===== config.mk =====
export PLATFORM = sky130hd
export DESIGN_NAME = reg_scan_ctrl
export DESIGN_NICKNAME = d
export VERILOG_FILES = /design/src/rtl/reg_scan_pkg.sv /design/src/rtl/reg_scan_piso.sv /design/src/rtl/reg_scan_ctrl.sv
export SDC_FILE = /design/constraint.sdc
export NUM_CORES = 1
export LEC_CHECK = 0
export CORE_MARGIN = 5
export CORE_UTILIZATION = 34
export CTS_CLUSTER_DIAMETER = 40
export CTS_CLUSTER_SIZE = 8
export DETAILED_ROUTE_END_ITERATION = 16
export GPL_TIMING_DRIVEN = 0
export SLEW_MARGIN = 15
export SYNTH_ARGS = -nofsm -noshare
export SYNTH_HDL_FRONTEND = slang
export SYNTH_SLANG_ARGS = --single-unit

===== constraint.sdc =====
create_clock -name clk -period 2.25 [get_ports clk]
set_clock_uncertainty 0.2 [all_clocks]
set_input_delay 0.45 -clock clk [delete_from_list [all_inputs] [get_ports clk]]
set_output_delay 0.45 -clock clk [all_outputs]
set_load 0.05 [all_outputs]

===== src/rtl/reg_scan_pkg.sv =====
// Shared types and default widths for the debug register-scan controller.
// Define REG_SCAN_PARITY_EN to append an even-parity bit to every serial frame.
package reg_scan_pkg;

    localparam int DEF_NREGS = 8;
    localparam int DEF_AW    = 3;
    localparam int DEF_DW    = 8;

`ifdef REG_SCAN_PARITY_EN
    localparam int PAR_BITS = 1;
`else
    localparam int PAR_BITS = 0;
`endif

    typedef enum logic [1:0] {
        OP_NOP      = 2'd0,
        OP_WRITE    = 2'd1,
        OP_READ_ONE = 2'd2,
        OP_READ_ALL = 2'd3
    } scan_op_e;

    typedef enum logic [2:0] {
        ST_IDLE,
        ST_WAIT_GNT,
        ST_WRITE,
        ST_LOAD,
        ST_SHIFT,
        ST_DONE
    } scan_state_e;

endpackage


===== src/rtl/reg_scan_piso.sv =====
// Parallel-load, MSB-first serialiser with frame bit counter and last-bit flag.
// With REG_SCAN_PARITY_EN the frame carries one trailing even-parity bit.
module reg_scan_piso
    import reg_scan_pkg::*;
#(
    parameter int DW = DEF_DW
) (
    input  logic          clk,
    input  logic          rst_n,
    input  logic          load,
    input  logic [DW-1:0] load_data,
    output logic          ser_out,
    output logic          ser_valid,
    output logic          ser_last
);

    localparam int FW = DW + PAR_BITS;
    localparam int CW = (FW > 1) ? $clog2(FW) : 1;

    logic [FW-1:0] shreg_q, shreg_d;
    logic [CW-1:0] cnt_q, cnt_d;
    logic          active_q, active_d;
    logic [FW-1:0] frame;

`ifdef REG_SCAN_PARITY_EN
    assign frame = {load_data, ^load_data};
`else
    assign frame = load_data;
`endif

    always_comb begin
        shreg_d  = shreg_q;
        cnt_d    = cnt_q;
        active_d = active_q;
        if (load) begin
            shreg_d  = frame;
            cnt_d    = '0;
            active_d = 1'b1;
        end else if (active_q) begin
            shreg_d = shreg_q << 1;
            cnt_d   = cnt_q + CW'(1);
            if (cnt_q == CW'(FW - 1)) begin
                active_d = 1'b0;
            end
        end
    end

    always_ff @(posedge clk or negedge rst_n) begin
        if (!rst_n) begin
            shreg_q  <= '0;
            cnt_q    <= '0;
            active_q <= 1'b0;
        end else begin
            shreg_q  <= shreg_d;
            cnt_q    <= cnt_d;
            active_q <= active_d;
        end
    end

    assign ser_out   = active_q & shreg_q[FW-1];
    assign ser_valid = active_q;
    assign ser_last  = active_q && (cnt_q == CW'(FW - 1));

endmodule


===== src/rtl/reg_scan_ctrl.sv =====
// Debug-side initiator for the CPU register file: arbitrates for the ports, then writes
// one register or serialises one/all registers. REG_SCAN_PARITY_EN adds a parity bit per frame.
module reg_scan_ctrl
    import reg_scan_pkg::*;
#(
    parameter int NREGS = DEF_NREGS,
    parameter int AW    = DEF_AW,
    parameter int DW    = DEF_DW
) (
    input  logic          clk,
    input  logic          rst_n,
    input  logic          cmd_valid,
    output logic          cmd_ready,
    input  logic [1:0]    cmd_op,
    input  logic [AW-1:0] cmd_addr,
    input  logic [DW-1:0] cmd_data,
    output logic          dbg_req,
    input  logic          dbg_gnt,
    output logic [AW-1:0] rf_rd_addr,
    input  logic [DW-1:0] rf_rd_data,
    output logic [AW-1:0] rf_wr_addr,
    output logic          rf_wr_en,
    output logic [DW-1:0] rf_wr_data,
    output logic          ser_out,
    output logic          ser_valid,
    output logic          ser_last,
    output logic          done
);

    scan_state_e   state_q, state_d;
    scan_op_e      op_q, op_d;
    logic [AW-1:0] addr_q, addr_d;
    logic [AW-1:0] cur_q, cur_d;
    logic [DW-1:0] data_q, data_d;
    logic          cmd_ready_q, cmd_ready_d;
    logic          dbg_req_q, dbg_req_d;
    logic          wr_en_q, wr_en_d;
    logic          done_q, done_d;
    scan_op_e      op_in;
    logic          frame_last;

    assign op_in = scan_op_e'(cmd_op);

    always_comb begin
        state_d = state_q;
        op_d    = op_q;
        addr_d  = addr_q;
        cur_d   = cur_q;
        data_d  = data_q;
        case (state_q)
            ST_IDLE: begin
                if (cmd_valid && cmd_ready_q) begin
                    op_d    = op_in;
                    addr_d  = cmd_addr;
                    data_d  = cmd_data;
                    cur_d   = (op_in == OP_READ_ALL) ? '0 : cmd_addr;
                    state_d = (op_in == OP_NOP) ? ST_DONE : ST_WAIT_GNT;
                end
            end
            ST_WAIT_GNT: begin
                if (dbg_gnt) begin
                    state_d = (op_q == OP_WRITE) ? ST_WRITE : ST_LOAD;
                end
            end
            ST_WRITE: state_d = ST_DONE;
            ST_LOAD:  state_d = ST_SHIFT;
            ST_SHIFT: begin
                // READ_ALL stops at the top register rather than wrapping to 0.
                if (frame_last) begin
                    if (op_q == OP_READ_ALL && cur_q != AW'(NREGS - 1)) begin
                        cur_d   = cur_q + AW'(1);
                        state_d = ST_LOAD;
                    end else begin
                        state_d = ST_DONE;
                    end
                end
            end
            ST_DONE:  state_d = ST_IDLE;
            default:  state_d = ST_IDLE;
        endcase

        cmd_ready_d = (state_d == ST_IDLE);
        dbg_req_d   = (state_d == ST_WAIT_GNT) || (state_d == ST_WRITE) ||
                      (state_d == ST_LOAD)     || (state_d == ST_SHIFT);
        wr_en_d     = (state_d == ST_WRITE);
        done_d      = (state_d == ST_DONE);
    end

    always_ff @(posedge clk or negedge rst_n) begin
        if (!rst_n) begin
            state_q     <= ST_IDLE;
            op_q        <= OP_NOP;
            addr_q      <= '0;
            cur_q       <= '0;
            data_q      <= '0;
            cmd_ready_q <= 1'b0;
            dbg_req_q   <= 1'b0;
            wr_en_q     <= 1'b0;
            done_q      <= 1'b0;
        end else begin
            state_q     <= state_d;
            op_q        <= op_d;
            addr_q      <= addr_d;
            cur_q       <= cur_d;
            data_q      <= data_d;
            cmd_ready_q <= cmd_ready_d;
            dbg_req_q   <= dbg_req_d;
            wr_en_q     <= wr_en_d;
            done_q      <= done_d;
        end
    end

    reg_scan_piso #(.DW(DW)) u_piso (
        .clk       (clk),
        .rst_n     (rst_n),
        .load      (state_q == ST_LOAD),
        .load_data (rf_rd_data),
        .ser_out   (ser_out),
        .ser_valid (ser_valid),
        .ser_last  (frame_last)
    );

    assign ser_last   = frame_last;
    assign cmd_ready  = cmd_ready_q;
    assign dbg_req    = dbg_req_q;
    assign rf_rd_addr = cur_q;
    assign rf_wr_addr = addr_q;
    assign rf_wr_data = data_q;
    assign rf_wr_en   = wr_en_q;
    assign done       = done_q;

endmodule


* Word level (Yosys, flattened, before mapping)
Index checks and enable logic that the tools add are counted.
** Storage, ports and cells
- Register bits :: 35
- Bits of input ports :: 25
- Output and inout port bits :: 21
- Word-level logic and storage cells :: 64
** Operators by class
- Add/subtract/negate cells :: 2
- Equal/unequal tests :: 17
- Multiplexer cells :: 19
- Bitwise logic cells :: 1
- Reduce and logical (&&, ||, !) cells :: 13
** Operator list (count)
- $mux W3 :: 11
- $mux W8 :: 2
- $pmux W3 S5 :: 1
- $eq A3 B2 Y1 const B :: 4
- $eq A3 B3 Y1 const B :: 4
- $add A3 B1 Y3 const B :: 2
- $eq A3 B1 Y1 const B :: 2
- $logic_not A3 Y1 :: 2
- $ne A2 B2 Y1 const B :: 3
- $pmux W3 S2 :: 1
- $eq A2 B2 Y1 const B :: 2
- $mux W1 :: 4
- $reduce_and A4 Y1 :: 1
- $reduce_bool A2 Y1 :: 2
- $logic_and A1 B1 Y1 :: 3
- $logic_or A1 B1 Y1 :: 3
- $ne A3 B3 Y1 const B :: 1
- $eq A2 B1 Y1 const B :: 1
- $logic_not A2 Y1 :: 1
- $reduce_and A2 Y1 :: 1
- $and A1 B1 Y1 :: 1

* Logic depth before layout (Yosys ltp)
Gate-level depths: netlist of run 1.
- Depth in word-level cells :: 9
- Gate-level depth with buffers :: 7
- Gate-level depth less buffers :: 7

* Cells and area by module
From an unflattened synthesis of run 1, not the netlist that was laid out.
** Second synthesis, totals
- Cells, all modules :: 135
- Area total of the unflattened synthesis :: 1707.9 µm²
** By module, submodules not included
- reg_scan_ctrl :: instances 1, cells each 83, area each 1124.8 µm², sequential area each 575.6 µm²
- reg_scan_piso :: instances 1, cells each 52, area each 583.1 µm², sequential area each 300.3 µm²

* Worst setup path after synthesis of run 1
OpenSTA, ideal clock, no wires.
- Kind :: flip-flop to output port
- Start point :: reg u_piso.active_q (netlist: u_piso.ser_valid)
- End point :: out ser_out
- Arrival :: 1.787 ns
- Data required time :: 1.600 ns
- Slack :: -0.187 ns
- Cell stages (with the launch flop) :: 4
- Buffers on the path :: 2
- Path through :: dfrtp_1 > clkbuf_1 > buf_1 > and2_1
** Between the ends
- Longest elaborated chain between the ends :: 1
** Ends and longest elaborated chain
- start: declaration :: RTL line reg_scan_piso.sv:22 : logic active_q, active_d;
- start signal: assignment :: RTL line reg_scan_piso.sv:56 : active_q <= active_d;
- $and A1 B1 Y1 :: RTL line reg_scan_piso.sv:60 : assign ser_out = active_q & shreg_q[FW-1];
- end: declaration :: RTL line reg_scan_ctrl.sv:24 : output logic ser_out,
No other way between the ends.

* Worst setup path after layout of run 1
- Start point :: reg u_piso.cnt_q[0]
- End point :: out ser_last
** Between the ends
- Longest elaborated chain between the ends :: 2
** Ends and longest elaborated chain
- start: declaration :: RTL line reg_scan_piso.sv:21 : logic [CW-1:0] cnt_q, cnt_d;
- start signal: assignment :: RTL line reg_scan_piso.sv:55 : cnt_q <= cnt_d;
- $eq A3 B3 Y1 :: RTL line reg_scan_piso.sv:62 : assign ser_last = active_q && (cnt_q == CW'(FW - 1));
- $logic_and A1 B1 Y1 :: RTL line reg_scan_piso.sv:62
- end: declaration :: RTL line reg_scan_ctrl.sv:26 : output logic ser_last,
No other way between the ends.

==> flow_metrics.tcl, run 1 <==
set metrics [dict create \
    path_class "reg2out" \
    crit_path_max_fanout 4 \
    max_cap_violations 0 \
    fp.dieH_um 79.0 \
    die_w_um 79.0 \
    syn_nets 171 \
    finalHoldWorstSlack_ns 0.0492 \
    numCtsBuffers 5 \
    first_iter_violations 16 \
    critPathArrivalTime_ns 1.51 \
    ir_worst_vdd_v 0.000775 \
    cts.repair.resized 11 \
    drv_slew 0 \
    tritoncts "done" \
    tightestPinTransition_ns 0.787 \
    timing.critical_path.from_type "register" \
    holdBufCountCts 0 \
    flow.area_growth_from_synthesis_pct 36.5 \
    grt-ovfl-total 0 \
    critical-path-slowest-cell "dfrtp_1" \
    clk_latency_ns 0.28 \
    synth-warning-count 0 \
    dp_hpwl_mm 2.73 \
    total_leakage_power_nw 0.990 \
    post-route-drc-count 0 \
    yosys.cell_types.count 35 \
    path_clk_slew_ns 0.07 \
    finalSetupViolCount 0 \
    synth_cells 142 \
    critPathBufInv 2 \
    syn_avg_cell_area_sq_um 11.4 \
    layout_worst_path_cycle_share 0.959 \
    drt-total-wl_mm 3.52 \
    grt_overall_usage 0.124 \
    crit_path_cell_trace "ha_1 -> ha_1 -> nand2_1 -> inv_1 -> buf_2" \
    ant_nets 0 \
    worst_path_dominant_cell_family "adder cells" \
    synth_async_sr_flop_share 1.00 \
    timing.critical_path.to_type "output pin" \
    required_ns 1.60 \
    detail_route.first_pass.iterations 4 \
    final_layout_size_suffix_gt1_frac 0.161 \
    finalCriticalPeriod_ns 2.16 \
    final_hold_violation_count 0 \
    max_slew_margin 0.475 \
    biggest_area_consumer_among_synthesized_cells "dfrtp_1" \
    portBuffers 45 \
    grt_setup_unrepaired "false" \
    placed_cells 241 \
    io_pins 46 \
    dr_total_vias 1217 \
    mostFrequentLayoutCells "42 x clkdlybuf4s50_1, 35 x dfrtp_1, 24 x nand2_1" \
    yosysTopAreaCellShare 0.541 \
    cts.htree.levels 2 \
    initial_utilization 0.347 \
    grt_pass1_wl_mm 6.09 \
    number_of_global_route_vias_before_repair 1364 \
    edff_count_synth 0 \
    root_buffer "clkbuf_8" \
    antenna_found_initial 0 \
    die-area_sq_um 6240 \
    antenna_cells 0 \
    post_drt_wl_per_cell_um 14.3 \
    setup_tns_ns 0 \
    clock_sinks 35 \
    postCtsSetupBuffers 0 \
    power-per-cell-area_nw_per_um2 1500 \
    place_congestion 0.759 \
    worst_hold_path_type "in2async" \
    route.detailed.vias_per_inst 4.93 \
    leading_post_synthesis_cells_by_cell_area "dfrtp_1 54%, mux2_2 8.4%, mux2i_1 5.6%" \
    grt_max_degree 36 \
    floorplan.core_area_sq_um 4660 \
    ys_seq_elements 35 \
    site_rows 25 \
    synthesis.area_sq_um 1620 \
    timing.fmax_mhz 464 \
    cts_max_path_buffers 2 \
    timing.critical_path.mode_cell "ha_1" \
    status "completed" \
    synth_seq_area_share 0.541 \
    final_nets 223 \
    commonest_non_fill_non_tap_cell_in_the_layout "clkdlybuf4s50_1" \
    post_layout_cell_count 247 \
    synthFlopType "dfrtp_1" \
    critical-path-max-stage-delay_ns 0.39 \
]
-- layer usage --
layer,GRT usage,up-vias,routed length [um]
li1,-,590,-
met3,0.0567,5,302
met5,0,-,0
met4,0.0412,0,38
met2,0.215,37,1750
met1,0.134,585,1430
-- area by class of cell --
class	count	area (sq um)
Fill cell	428	2450
Buffer	7	48.8
Tap cell	54	67.6
Clock buffer	6	72.6
Multi-Input combinational cell	94	686
Inverter	6	22.5
Timing Repair Buffer	45	435
Sequential cell	35	876
-- logic make-up after synthesis --
group	Yosys count	share of synthesized area
adder cells (fa/ha/maj)	4	0.0309
flip-flops	35	0.541
buffers and inverters	13	0.0410
XOR/XNOR	3	0.0162
AO/OA/AOI/OAI	15	0.0673
multiplexers	22	0.146
AND/OR/NAND/NOR	50	0.157
-- flip-flops by register name (all words and copies together) (netlist names) --
signal and count:
u_piso.cnt_q 3, rf_wr_data 8, rf_wr_en 1, rf_rd_addr 3, op_q 2, cmd_ready 1, dbg_req 1, state_q 3
rf_wr_addr 3, u_piso.ser_valid 1, u_piso.shreg_q 8, done 1
-- cell usage after synthesis (all sizes together), types with 2 or more instances --
cell type / number
o21ai: 9
nand3b: 2
nor3: 3
clkbuf: 2
nor2: 6
nand3: 3
dfrtp: 35
ha: 4
mux2: 13
buf: 5
inv: 6
xnor2: 2
and2: 2
mux2i: 9
nand2: 24
-- worst reg2reg max path: cells and delay by family (launching register included) --
family | cells | cell delay (ns)
compound gates | 2 | 0.53
fa+ha+maj | 2 | 0.38
flops | 1 | 0.40
simple gates | 2 | 0.41
-- metrics by stage --
| step | total power, W | setup slack (ns) | cell area [sq um] | util |
|---|---|---|---|---|
| 2_1_floorplan | 0.00234 | 0.121 | 1620 | - |
| 3_3_place_gp | 0.00288 | -0.328 | 2140 | 0.459 |
| 3_5_place_dp | 0.00293 | -0.370 | 2130 | 0.458 |
| 4_1_cts | 0.00336 | 0.00577 | 2210 | 0.475 |
| 5_1_grt | 0.00354 | 0.0112 | 2210 | 0.474 |
| 6_report | 0.00331 | 0.0928 | 2210 | 0.474 |
-- power by group --
group | switching, W | total (W) | leakage, nW | internal, W
clock | 0.000197 | 0.000403 | 0.0371 | 0.000206
sequential | 0.000159 | 0.00107 | 0.439 | 0.000912
combinational | 0.00111 | 0.00184 | 0.514 | 0.000724
total | 0.00147 | 0.00331 | 0.990 | 0.00184
-- worst paths after layout --
path | slack (ns) | cells after the start | start | to
min in group clk | 0.30 | 1 | rf_wr_data[3] | rf_wr_data[3]
max | 0.09 | 5 | u_piso.cnt_q[0] | ser_last
min | 0.05 | 1 | rst_n | u_piso.shreg_q[7]
max in group asynchronous | 1.30 | 1 | rst_n | rf_rd_addr[2]
max reg2reg | 0.24 | 6 | rf_rd_addr[0] | cmd_ready
min reg2reg | 0.30 | 1 | rf_wr_data[3] | rf_wr_data[3]
Note: power is estimated with default switching activity, not from simulation.
==> run 2, diff against run 1 <==
--- a/config.mk
+++ b/config.mk
@@ -6,11 +6,12 @@
 export NUM_CORES = 1
 export LEC_CHECK = 0
 export CORE_MARGIN = 5
-export CORE_UTILIZATION = 34
+export CORE_UTILIZATION = 40
 export CTS_CLUSTER_DIAMETER = 40
 export CTS_CLUSTER_SIZE = 8
 export DETAILED_ROUTE_END_ITERATION = 16
 export GPL_TIMING_DRIVEN = 0
+export PLACE_DENSITY = 0.69
 export SLEW_MARGIN = 15
 export SYNTH_ARGS = -nofsm -noshare
 export SYNTH_HDL_FRONTEND = slang
==> run 2 against run 1 <==
Compared with the run above: global-route usage rose by 1.9 points; clock-buffer cell count did not move; via count fell by 0.74%; setup slack improved by 0.027 ns; utilization rose by 8.5 points; sequential share of layout area fell by 0.20 points; non-clock buffer count did not move; register-to-register slack barely moved; power rose by 1.3%; critical path depth fell by 4; sequential power barely moved; critical endpoint is now rf_rd_addr[2]; largest cell class unchanged.
==> flow_metrics.tcl, run 2 (same netlist as run 1, synthesis figures left out) <==
set metrics [dict create \
    tightestPinTransition_ns 0.788 \
    finalSetupViolCount 0 \
    mostFrequentLayoutCells "42 x clkdlybuf4s50_1, 35 x dfrtp_1, 23 x nand2_1" \
    total_leakage_power_nw 0.998 \
    design_area_sq_um 2220 \
    cts_max_path_buffers 2 \
    path_clk_slew_ns 0.07 \
    post-route-drc-count 0 \
    final_layout_size_suffix_gt1_frac 0.179 \
    numCtsBuffers 5 \
    use_met2 0.244 \
    grt_pass1_wl_mm 6.02 \
    ir_worst_vdd_v 0.000755 \
    place_congestion 0.794 \
    final_nets 223 \
    antenna_cells 0 \
    required_ns 1.60 \
    initial_utilization 0.407 \
    root_buffer "clkbuf_8" \
    finalCriticalPeriod_ns 2.13 \
    grt_max_degree 36 \
    floorplan.core_area_sq_um 3970 \
    worstSetupPathDepth 1 \
    worst_path_dominant_cell_family "buffers and inverters" \
    cts.htree.levels 2 \
    post_drt_wl_per_cell_um 14.4 \
    dp_hpwl_mm 2.69 \
    use_met3 0.0629 \
    path_class "reg2out" \
    crit_path_cell_trace "clkdlybuf4s50_1" \
    timing.critical_path.to_type "output pin" \
    critPathBufInv 1 \
    io_pins 46 \
    max_slew_margin 0.475 \
    die_w_um 73.6 \
    crit_path_max_fanout 3 \
    grt-ovfl-total 0 \
    tritoncts "done" \
    critPathArrivalTime_ns 1.48 \
    number_of_global_route_vias_before_repair 1310 \
    portBuffers 45 \
    clock_sinks 35 \
    final_hold_violation_count 0 \
    detail_route.first_pass.iterations 4 \
    drv_slew 0 \
    timing.fmax_mhz 469 \
    layout_worst_path_cycle_share 0.947 \
    finalHoldWorstSlack_ns 0.0492 \
    max_cap_violations 0 \
    grt_overall_usage 0.144 \
    power_switching_w 0.00150 \
    dr_total_vias 1208 \
    status "completed" \
    fp.dieH_um 73.6 \
    grt_setup_unrepaired "false" \
    holdBufCountCts 0 \
    timing.reg2reg.worst_path_depth 6 \
    site_rows 23 \
    clock_power_share 0.130 \
    drt-total-wl_mm 3.54 \
    worst_hold_path_type "in2async" \
    antenna_found_initial 0 \
    intPower_w 0.00186 \
    sw_frac_of_total 0.446 \
    clk_latency_ns 0.28 \
    gate_power_share 0.551 \
    ant_nets 0 \
    seq_power_share 0.319 \
    placement.cell_area_sq_um 2130 \
    first_iter_violations 57 \
    critical-path-max-stage-delay_ns 0.82 \
    route.detailed.vias_per_inst 4.93 \
    critical-path-slowest-cell "clkdlybuf4s50_1" \
    commonest_non_fill_non_tap_cell_in_the_layout "clkdlybuf4s50_1" \
    busiest_layer "met2" \
    power-per-cell-area_nw_per_um2 1510 \
    flow.area_growth_from_synthesis_pct 37.2 \
    grt_use_met1 0.168 \
    die-area_sq_um 5420 \
    timing.critical_path.from_type "register" \
]
[run 2: per-layer routing]
| layer | wire length (um) | part of all wire |
|---|---|---|
| met3 | 323 | 0.091 |
| met2 | 1730 | 0.49 |
| met1 | 1460 | 0.41 |
| met5 | 0 | 0 |
| met4 | 21 | 0.0059 |
[run 2: area by class of cell]
cell class | instances | area, sq um
well taps | 50 | 62.6
flip-flops and latches | 35 | 876
clock inverters | 2 | 12.5
inverters | 6 | 22.5
plain buffers | 7 | 50.0
repair buffers | 45 | 435
fillers | 357 | 1750
clock buffers | 6 | 72.6
multi-input cells | 94 | 688
[run 2: worst paths after layout]
check                               from                 to  slack, ns
setup / recovery           rf_rd_addr[2]      rf_rd_addr[2]       0.12
hold / removal                     rst_n  u_piso.shreg_q[0]       0.05
setup reg to reg           rf_rd_addr[0]            dbg_req       0.23
hold reg to reg            rf_wr_data[0]      rf_wr_data[0]       0.31
max in group asynchronous          rst_n      rf_rd_addr[1]       1.30
min in group clk           rf_wr_data[0]      rf_wr_data[0]       0.31
[run 2: power by group through the flow]
| stage | Clock, W | Sequential [W] | Combinational (W) |
|---|---|---|---|
| after CTS | 0.000452 | 0.00107 | 0.00187 |
| after global routing | 0.000479 | 0.00111 | 0.00199 |
| after floorplan | 0 | 0.00163 | 0.000709 |
| after detailed placement | 0 | 0.00108 | 0.00185 |
| final | 0.000435 | 0.00107 | 0.00185 |
| after global placement | 0 | 0.00106 | 0.00181 |
[run 2: repair_timing]
action                                 CTS  global route
endpoints found under the hold margin    0             0
buffers inserted                         0             0
setup endpoints to repair                7             3
resized for setup                       12             4
[run 2: per-stage QoR]
| step | worst slack (ns) | power (W) | util | setup TNS (ns) | cells |
|---|---|---|---|---|---|
| 6_report | 0.120 | 0.00335 | 0.559 | 0 | 245 |
| 5_1_grt | 0.0312 | 0.00358 | 0.559 | 0 | 245 |
| 4_1_cts | 0.0495 | 0.00340 | 0.559 | 0 | 245 |
| 3_5_place_dp | -0.376 | 0.00293 | 0.536 | -3.49 | 237 |
| 3_3_place_gp | -0.310 | 0.00287 | 0.537 | -9.17 | 237 |
| 2_1_floorplan | 0.121 | 0.00234 | - | 0 | 142 |
